File: src/rtl/joypad_device_if.sv
// Console-side joypad bus: latch and serial clock from the console, serial data back to it.
interface joypad_device_if;
    logic latch;
    logic clkin;
    logic data;

    modport master (
        output latch,
        output clkin,
        input  data
    );

    modport slave (
        input  latch,
        input  clkin,
        output data
    );
endinterface

File: src/rtl/joypad_device.sv
// Serial joypad controller device: latches 12 buttons plus 4 ID bits and shifts them out
// active-low on console clock edges. Optional shift timeout via JOYPAD_DEVICE_TIMEOUT_EN.
module joypad_device (
    input  logic                   clk,
    input  logic                   res,
    joypad_device_if.slave         bus,
    input  logic [11:0]            button_data,
    output logic                   frame_done
);

    typedef enum logic [1:0] {StIdle, StLoad, StShift, StDone} state_e;

    state_e      state_q, state_d;
    logic [3:0]  idx_q, idx_d;
    logic [15:0] shreg_q, shreg_d;
    logic        data_q, data_d;
    logic        frame_done_q, frame_done_d;

    logic        latch_s1_q, latch_s2_q, latch_p_q;
    logic        clkin_s1_q, clkin_s2_q, clkin_p_q;
    logic        latch_sync, latch_fall, clk_rise;
    logic [15:0] load_word;

`ifdef JOYPAD_DEVICE_TIMEOUT_EN
    logic [10:0] cnt_q, cnt_d;
`endif

    assign latch_sync = latch_s2_q;
    assign latch_fall = ~latch_s2_q & latch_p_q;
    assign clk_rise   = clkin_s2_q & ~clkin_p_q;

    // Wire order stored active-low; ID nibble always reads as released.
    assign load_word = {4'hF,
                        ~button_data[9], ~button_data[8], ~button_data[6], ~button_data[4],
                        ~button_data[3], ~button_data[2], ~button_data[1], ~button_data[0],
                        ~button_data[11], ~button_data[10], ~button_data[7], ~button_data[5]};

    always_ff @(posedge clk) begin
        if (res) begin
            latch_s1_q <= 1'b0;
            latch_s2_q <= 1'b0;
            latch_p_q  <= 1'b0;
            clkin_s1_q <= 1'b1;
            clkin_s2_q <= 1'b1;
            clkin_p_q  <= 1'b1;
        end else begin
            latch_s1_q <= bus.latch;
            latch_s2_q <= latch_s1_q;
            latch_p_q  <= latch_s2_q;
            clkin_s1_q <= bus.clkin;
            clkin_s2_q <= clkin_s1_q;
            clkin_p_q  <= clkin_s2_q;
        end
    end

    always_ff @(posedge clk) begin
        if (res) begin
            state_q      <= StIdle;
            idx_q        <= 4'd0;
            shreg_q      <= 16'hFFFF;
            data_q       <= 1'b1;
            frame_done_q <= 1'b0;
        end else begin
            state_q      <= state_d;
            idx_q        <= idx_d;
            shreg_q      <= shreg_d;
            data_q       <= data_d;
            frame_done_q <= frame_done_d;
        end
    end

`ifdef JOYPAD_DEVICE_TIMEOUT_EN
    always_ff @(posedge clk) begin
        if (res) begin
            cnt_q <= 11'd0;
        end else begin
            cnt_q <= cnt_d;
        end
    end
`endif

    always_comb begin
        state_d      = state_q;
        idx_d        = idx_q;
        shreg_d      = shreg_q;
        data_d       = data_q;
        frame_done_d = 1'b0;
`ifdef JOYPAD_DEVICE_TIMEOUT_EN
        cnt_d        = 11'd0;
`endif

        unique case (state_q)
            StIdle: begin
                data_d = 1'b1;
                idx_d  = 4'd0;
            end
            StLoad: begin
                shreg_d = load_word;
                data_d  = load_word[0];
                idx_d   = 4'd0;
                if (latch_fall) begin
                    state_d = StShift;
                end
            end
            StShift: begin
                if (clk_rise) begin
                    if (idx_q == 4'd15) begin
                        state_d      = StDone;
                        data_d       = 1'b0;
                        frame_done_d = 1'b1;
                    end else begin
                        idx_d  = idx_q + 4'd1;
                        data_d = shreg_q[idx_q + 4'd1];
                    end
                end
`ifdef JOYPAD_DEVICE_TIMEOUT_EN
                else if (cnt_q == 11'd1371) begin
                    state_d = StIdle;
                    data_d  = 1'b1;
                    idx_d   = 4'd0;
                end else begin
                    cnt_d = cnt_q + 11'd1;
                end
`endif
            end
            StDone: begin
                data_d = 1'b0;
            end
            default: begin
                state_d = StIdle;
                data_d  = 1'b1;
            end
        endcase

        // Latch dominates every state and any simultaneous clock edge.
        if (latch_sync) begin
            state_d      = StLoad;
            shreg_d      = load_word;
            data_d       = load_word[0];
            idx_d        = 4'd0;
            frame_done_d = 1'b0;
`ifdef JOYPAD_DEVICE_TIMEOUT_EN
            cnt_d        = 11'd0;
`endif
        end
    end

    assign bus.data   = data_q;
    assign frame_done = frame_done_q;

endmodule

File: src/flat_wrapper.sv
// flat-port wrapper written by rule: the top's interface ports become plain ports
module joypad_device_flat 
  (clk, res, button_data, frame_done, bus_latch, bus_clkin, bus_data);
  joypad_device_if bus_i ();
  input  logic clk;
  input  logic res;
  input  logic [11:0] button_data;
  output logic frame_done;
  input wire logic [$bits(bus_i.latch)-1:0] bus_latch;
  input wire logic [$bits(bus_i.clkin)-1:0] bus_clkin;
  output wire logic [$bits(bus_i.data)-1:0] bus_data;
  assign bus_i.latch = bus_latch;
  assign bus_i.clkin = bus_clkin;
  assign bus_data = bus_i.data;
  joypad_device u_core (.clk(clk), .res(res), .bus(bus_i), .button_data(button_data), .frame_done(frame_done));
endmodule
File: config.mk
export PLATFORM = sky130hd
export DESIGN_NAME = joypad_device_flat
export DESIGN_NICKNAME = d
export VERILOG_FILES = /design/src/rtl/joypad_device_if.sv /design/src/rtl/joypad_device.sv /design/src/flat_wrapper.sv
export SDC_FILE = /design/constraint.sdc
export NUM_CORES = 1
export LEC_CHECK = 0
export CORE_MARGIN = 5
export CORE_UTILIZATION = 53
export CTS_CLUSTER_DIAMETER = 200
export DETAILED_ROUTE_END_ITERATION = 10
export PLACE_DENSITY = 0.8
export SLEW_MARGIN = 30
export SYNTH_ARGS = -nofsm -noshare
export SYNTH_HDL_FRONTEND = slang
export SYNTH_SLANG_ARGS = --single-unit
export TNS_END_PERCENT = 50
File: constraint.sdc
create_clock -name clk -period 2.1 [get_ports clk]
set_input_delay 0.21 -clock clk [delete_from_list [all_inputs] [get_ports clk]]
set_output_delay 0.21 -clock clk [all_outputs]
set_load 0.005 [all_outputs]
==> results.md, run 1 <==
- Status: completed
- Final #Nets: between 150 and 200
- First-pass GRT wire length: about 4100 µm
- 1st-iter DRT viols: 17
- Worst Hold Class: in2reg
- Nature of the critical path startpoint: flop
- H-Tree Depth: 1
- Worst slew pin tran: 0.453 ns
- Router iterations before antenna repair: 4
- Cell count after synthesis: ~150
- Main area contributors after synthesis: dfxtp_1 40%, nand2b_1 6.7%, o21ai_0 6.2%, nand2_1 4.9%, ha_1 4.8%
- Total grt overflow: 0
- Total die area: 3550 µm²
- Worst Path Required: 2.33 ns
- Top-count cell post-synth: dfxtp_1
- Clock root buffer: clkbuf_4
- Hold_buf cts: 0
- Final WL: 2400 µm
- Number of synthesized register bits: 26
- Synth warn: 0
- Worst-path cell chain: ha_2, mux4_2, nor4b_2, a311oi_1, o311ai_1, a2bb2oi_2
- Total Routing Usage GR: between 10% and 20%
- Unrepaired setup endpoints after global routing: false
- CTS resizes: 0
- Mapped cell area: 1300 µm²
- Placer Congestion: 0.839
- Number of buffers added on ports: 17
- Endpoints failing setup: 0
- Peak Freq: 523 MHz
- DR WL/cell: 12.7 µm
- Max cap viols: 0
- CP max FO: 8
- Ys async rst share: 0%
- # DRC: 0
- Layout cells sized above 1: 11.9%
- Final hold vios: 0
- Initial antenna violation count: 0
- Synth Flop Type: dfxtp_1
- Io pins: 18
- P&R area growth vs syn: 15.2%
- Leakage power: approximately 0.53 nW
- Post-synth EDFFs: 0
- Largest regs: u_core.shreg_q (12), u_core.idx_q (4), u_core.state_q (2)
- Vias in the first global route: between 900 and 1000
- Number of setup buffers added after CTS: 0
- Critical path class: reg2reg
- CTS tree: yes
- Number of diodes: 0
- Clk slew on worst S/H paths: 0.14 ns
- VDD IR max: 0.000609 V
- Core area: 2410 µm²
- Average size of a mapped cell: 8.97 µm²
- Crit share post-route: between 90 and 100%
- Sequential fraction of the synthesis area: 40.0%
- Crit-path max cell delay: 0.53 ns
- Worst setup EP type: flop
- Post-synth top area cell: dfxtp_1
- Die Y: 59.6 µm
- Non-Filler Instances: about 190
- Max clock buf depth: 2
- PwrDens: around 870 nW/µm²
- Worst clock skew: 0.0120 ns
- Crit path arrival time: 2.14 ns
- Antenna viol nets, final: 0
- Post-DP HPWL: 1800 µm
- Via count: 1031
- Largest Register: u_core.shreg_q
- Clk Latency, worst-skew pair: 0.32 ns
- CTS buffer count: 3
- Setup TNS: 0 ns
- Cell count after placement: 185
- Synth top cells by count: 26 x dfxtp_1, 17 x nand2_1, 16 x o21ai_0, 14 x nand2b_1, 9 x nor2_1
- Die Width: 59.6 µm
- Syn nets: 166
- Initial Util: 54.0%
- Fin crit period: 1.91 ns
- Largest net degree at the start of global routing: 25
- Largest register FFs: 12
- Clock sink count: 26
- Slew margin rel.: between 60% and 70%
- Top cell type's share of synthesized area: 40.0%
- Final Max Slew Viols: 0
- Via density: 5.46
- CP max-delay cell: mux4_2
- Netlist cell types: 34
- # rows: 18
[placed cells by master (no fill, tap or decap), types with 3 or more instances in the layout]
cell type / instances
inv_1: 4
clkdlybuf4s50_1: 17
dfxtp_1: 26
or2_2: 6
mux2i_1: 3
ha_1: 4
o21ai_0: 16
nand2_1: 17
nor3_1: 4
nand3b_1: 3
a21oi_1: 5
nor2_1: 9
clkbuf_4: 3
nand2b_1: 14
mux2_2: 3
[stage by stage]
step           total power [mW]  hold WS (ns)  setup WS (ns)  instance area [µm²]  util [%]
2_1_floorplan             0.954         0.314          0.327                 1300         -
3_3_place_gp               1.05         0.394          0.166                 1460      60.6
3_5_place_dp               1.07         0.395         0.0969                 1460      60.6
4_1_cts                    1.32         0.419         0.0942                 1500      62.1
5_1_grt                    1.41         0.421         0.0769                 1500      62.2
6_report                   1.31         0.421          0.189                 1500      62.2
[per-layer routing]
metal	wire length (µm)	vias to the layer above	track usage (%)	share of wire, %
met5	0	-	0	0
met4	50	0	7.91	2.1
met3	75	6	2.40	3.1
met2	1210	18	26.2	50
met1	1070	480	18.5	44
li1	-	527	-	-
[final timing paths]
| kind | startpoint | end | slack [ns] | depth (start not counted) |
|---|---|---|---|---|
| max | u_core.idx_q[1]$_SDFFE_PP0P_ | u_core.bus.data$_SDFFE_PP1N_ | 0.19 | 6 |
| min | bus_latch | u_core.latch_s1_q$_SDFF_PP0_ | 0.42 | 2 |
| max reg2reg | u_core.idx_q[1]$_SDFFE_PP0P_ | u_core.bus.data$_SDFFE_PP1N_ | 0.19 | 6 |
| min reg2reg | u_core.clkin_s1_q$_SDFF_PP1_ | u_core.clkin_s2_q$_SDFF_PP1_ | 0.43 | 1 |
[critical path, delay by kind of cell, from the launching register on]
kind / cells / cell delay, ns
AND/OR/NAND/NOR: 1 / 0.21
adder cells (fa/ha/maj): 1 / 0.46
flip-flops: 1 / 0.36
AO/OA/AOI/OAI: 3 / 0.26
multiplexers: 1 / 0.53
[cells by family after synthesis]
| kind of cell | after synthesis | share of synthesized area (%) |
|---|---|---|
| flops | 26 | 40.0 |
| mux | 8 | 8.65 |
| compound gates | 28 | 12.8 |
| simple gates | 64 | 27.0 |
| xor+xnor | 1 | 0.673 |
| buf+inv | 13 | 6.06 |
| fa+ha+maj | 5 | 4.81 |
[power by group]
part	total, mW	switching (mW)	internal [mW]
Clock	0.251	0.145	0.106
Sequential	0.618	0.0506	0.567
Combinational	0.440	0.241	0.199
[cell type report]
class,count,area [µm²]
clock buffers,4,36.3
repair buffers,19,185
multi-input cells,106,704
inverters,4,15.0
fillers,211,911
well taps,30,37.5
flip-flops and latches,26,520
Power figures use the tool's default switching activity.
==> inputs of run 2 (changes only) <==
- CORE_UTILIZATION: 53 -> 48
- PLACE_DENSITY: 0.8 -> 0.76
- clock period: 2.1 -> 1.7 ns (I/O delays scaled with it)
==> run 2 against run 1 <==
Compared with the run above: the flow now finishes with violations (setup timing); die area up 8.6%; global-route usage about the same; clock power up 24%; routed wire length grew 3.1%; utilization is 1.4 points lower; flip-flop and latch count is the same; cell area up 3.2%; setup slack lost 0.29 ns; final cell count grew 2.1%; maximum frequency increased by 6.2%; critical path type unchanged; critical endpoint unchanged; largest cell class unchanged.
==> results.md, run 2 (synthesis gave the netlist of run 1 again) <==
- Antenna viol nets, final: 0
- CTS tree: yes
- Unrepaired setup endpoints after global routing: true
- Status: finished, violations left
- CTS buffer count: 3
- CP max FO: 8
- First-pass GRT wire length: around 4400 µm
- Placer Congestion: 0.851
- Endpoints failing setup: 1
- Slew margin rel.: 77.7%
- Clock root buffer: clkbuf_4
- Peak Freq: 556 MHz
- Hold_buf cts: 0
- Crit share post-route: 106%
- VDD IR max: 0.000699 V
- Initial antenna violation count: 0
- Worst setup EP type: flop
- Final Cell Area: 1550 µm²
- Most frequent cells in the layout: 24 x dfxtp_1, 17 x nand2_1, 17 x clkdlybuf4s50_1
- Fin crit period: 1.80 ns
- # rows: 18
- 1st-iter DRT viols: 26
- Cell count after placement: around 190
- Total die area: 3850 µm²
- Post-DP HPWL: 1880 µm
- Core area: 2540 µm²
- H-Tree Depth: 1
- Largest Register: u_core.shreg_q
- Max clock buf depth: 2
- Via density: 5.55
- Worst setup margin: -0.0999 ns
- Max cap viols: 0
- Router iterations before antenna repair: 4
- Via count: 1071
- Nature of the critical path startpoint: flop
- Placed inst area: 1480 µm²
- Final Power: 1.64 mW
- Critical path class: reg2reg
- Number of buffers added on ports: 17
- Worst Hold Class: in2reg
- Core Util, Final: between 60 and 70%
- Die Y: 62.1 µm
- Final WL: 2480 µm
- Vias in the first global route: 1037
- Initial Util: 51.1%
- Final #Nets: 185
- P&R area growth vs syn: 18.8%
- Total Routing Usage GR: between 10% and 20%
- Total grt overflow: 0
- Largest regs: u_core.shreg_q (12), u_core.idx_q (4), u_core.state_q (2)
- Failing checks: setup timing
- Final hold vios: 0
- Layout cells sized above 1: 16.0%
- Final Max Slew Viols: 0
- # DRC: 0
- Die Width: 62.1 µm
- Worst slew pin tran: 0.330 ns
- Clk Latency, worst-skew pair: 0.32 ns
- Commonest non-fill, non-tap cell in the layout: dfxtp_1
- Number of diodes: 0
- Worst clock skew: 0.00334 ns
- Worst-path cell chain: ha_4, mux4_2, nor4b_2, a311oi_1, o311ai_1, a2bb2oi_2
- Crit path arrival time: just over 2 ns
- Clk slew on worst S/H paths: 0.14 ns
- CP max-delay cell: mux4_2
- Leakage power: 0.557 nW
- PwrDens: 1060 nW/µm²
- Non-Filler Instances: 193
- Largest register FFs: 12
- DR WL/cell: 12.8 µm
- Crit-path max cell delay: between 0.5 and 0.6 ns
- Largest net degree at the start of global routing: 25
- Worst Path Required: 1.92 ns
- Clock sink count: 26
- Io pins: 18
## run 2: cell count changes in the layout (fill, tap and decap cells not counted), sizes merged
cell	delta
buf	+4
## run 2: power by group
group | internal [mW] | leakage (nW) | switching [mW]
Clock | 0.131 | 0.0210 | 0.181
Sequential | 0.700 | 0.214 | 0.0649
Combinational | 0.252 | 0.322 | 0.306
Total | 1.08 | 0.557 | 0.552
## run 2: through the flow
step                TNS (ns)  setup WS [ns]  hold slack (ns)
finish               -0.0999        -0.0999            0.384
floorplan            -0.0726        -0.0726            0.274
global route          -0.200         -0.200            0.380
detailed placement    -0.268         -0.268            0.403
global placement      -0.182         -0.182            0.396
CTS                   -0.110         -0.110            0.382
## run 2: path summary, 6_finish.rpt
kind | startpoint | to | slack, ns | cells past startpoint
max | u_core.idx_q[1]$_SDFFE_PP0P_ | u_core.bus.data$_SDFFE_PP1N_ | -0.1 | 6
min | bus_latch | u_core.latch_s1_q$_SDFF_PP0_ | 0.38 | 2
max reg2reg | u_core.idx_q[1]$_SDFFE_PP0P_ | u_core.bus.data$_SDFFE_PP1N_ | -0.1 | 6
min reg2reg | u_core.clkin_s1_q$_SDFF_PP1_ | u_core.clkin_s2_q$_SDFF_PP1_ | 0.43 | 1
## run 2: worst max-delay path: cells and delay by family, from the launching register on
kind            cells  cell delay [ns]
compound gates      3             0.28
mux                 1             0.52
fa+ha+maj           1             0.32
simple gates        1             0.22
flops               1             0.36
## run 2: repair_timing
| item | in CTS | in global routing |
|---|---|---|
| cloned | 0 | 0 |
| endpoints found under the setup margin | 1 | 4 |
| gates resized for setup | 4 | 1 |
| pin swaps | 1 | 1 |
| buffers inserted | 0 | 1 |
| hold endpoints to repair | 0 | 0 |
## run 2: area by class of cell
| cell class | instances | area [µm²] |
|---|---|---|
| Timing Repair Buffer | 23 | 215 |
| Sequential cell | 26 | 523 |
| Inverter | 4 | 15.0 |
| Multi-Input combinational cell | 106 | 719 |
| Clock buffer | 4 | 36.3 |
| Fill cell | 233 | 998 |
| Tap cell | 30 | 37.5 |
## run 2: routing by layer
metal  vias to the layer above  track usage [%]  part of all wire [%]
met3                         9             2.48                   3.5
met2                        25             27.1                    49
li1                        533                -                     -
met5                         -                0                     0
met4                         0             5.45                   2.0
met1                       504             18.7                    45
==> edit, RTL diff (flow settings as in run 2) <==
Encoding of `state_e`: now one-hot (4 bits for 4 states).
--- a/src/rtl/joypad_device.sv
+++ b/src/rtl/joypad_device.sv
@@ -8,7 +8,7 @@
     output logic                   frame_done
 );
 
-    typedef enum logic [1:0] {StIdle, StLoad, StShift, StDone} state_e;
+    typedef enum logic [3:0] {StIdle = 4'b0001, StLoad = 4'b0010, StShift = 4'b0100, StDone = 4'b1000} state_e;
 
     state_e      state_q, state_d;
     logic [3:0]  idx_q, idx_d;
Behaviour: no difference found for any inputs over 10 cycles, from zero or initial values; not proved beyond that.
==> edit against run 2 <==
  * The run still ends with negative setup slack left
  * Worst setup slack gained 27 ps
  * Synthesized area shrank 0.48%
  * Global-route usage grew 0.19 points
  * Core utilization grew 3.3 points
  * Sequential cell count grew 2
  * Fmax grew 1.5%
  * Cell area grew 4.5%
  * Sequential share of layout area grew 1.0 points
  * Die area shrank 0.40%
  * Final cell count grew 4.1%
  * Via count grew 2.4%
  * Wire length grew 4.2%
  * Critical endpoint unchanged
  * Highest routed layer is now met3
Power is not compared: it rests on default switching activity, and its combinational part moved more than twofold at a synthesized area within 25%.
==> edit: results (changes against run 2) <==
Post-synth top cells = dfxtp_1, nand2_1, nand2b_1
First-pass GRT wire length = 4.49 mm (+1.1%)
Reg2Reg Depth = 5 (-1)
Nets = 190 (+2.7%)
R2R Setup Slk = -70 ps (+30 ps)
Mux cell area share after synthesis = 5.02% (-3.6 points)
Final count of negative-setup-slack endpoints = 1 (unchanged)
Slew @ Worst Pin = 387 ps (+57.2 ps)
Post-Route WL = 2.58 mm (+4.2%)
Layout cells sized above 1 = 17.5% (+1.6 points)
Final hold slack = 395 ps (+11.3 ps)
Synth Area in Compound Gates = 17.1% (+4.3 points)
Final worst slack = -72.6 ps (+27.3 ps)
Syn nets = 167 (+0.60%)
Failing checks = negative setup slack
Overall routing resource usage = 15.5% (+0.19 points)
Iter 0 DRT Violations = 70 (+170%)
Vias in the first global route = 1051 (+1.4%)
Post-Syn Instances = 150 (+3.4%)
Registers with the most flip-flops = u_core.shreg_q x12, u_core.idx_q x4, u_core.state_q x4
Area after DPL = 1580 sq um (+6.3%)
Number of library cell types mapped by synthesis = 41 (+21%)
Critical Path AT = 1990 ps (-30 ps)
Worst path max stage delay = 490 ps (-30 ps)
Gpl congestion = 0.816 (-4.2%)
WL per Instance = 12.8 um (about the same)
Worst-path maximum fanout = 5 (-3)
Detail Placement HPWL = 1.98 mm (+5.2%)
Synth Area in XOR/XNOR = 2.71% (+2.0 points)
Status = complete, but fails checks
Register area share after synthesis = 43.3% (+3.3 points)
Post-synthesis adder-cell area fraction = 0.966% (-3.8 points)
[edit: metal layers]
layer  track usage, %  vias to the layer above  wire (um)
met1             20.6                      505       1210
met3             2.89                        0        158
met5                0                        -          0
met4             5.76                        0          0
li1                 -                      557          -
met2             25.1                       35       1220
[edit: cell type report]
type / count / area [sq um]
Timing Repair Buffer: 29 / 273
Tap cell: 30 / 37.5
Clock buffer: 3 / 22.5
Inverter: 7 / 26.3
Multi-Input combinational cell: 104 / 693
Sequential cell: 28 / 563
Fill cell: 210 / 907
[edit: stage by stage]
| step | setup TNS, ps | util (%) | setup WS (ps) |
|---|---|---|---|
| finish | -72.6 | 64.0 | -72.6 |
| global route | -138 | 64.0 | -138 |
| CTS | -37.5 | 63.6 | -37.5 |
| detailed placement | -67.7 | 62.5 | -67.7 |
| global placement | -42.7 | 62.5 | -42.7 |
| floorplan | -143 | - | -117 |
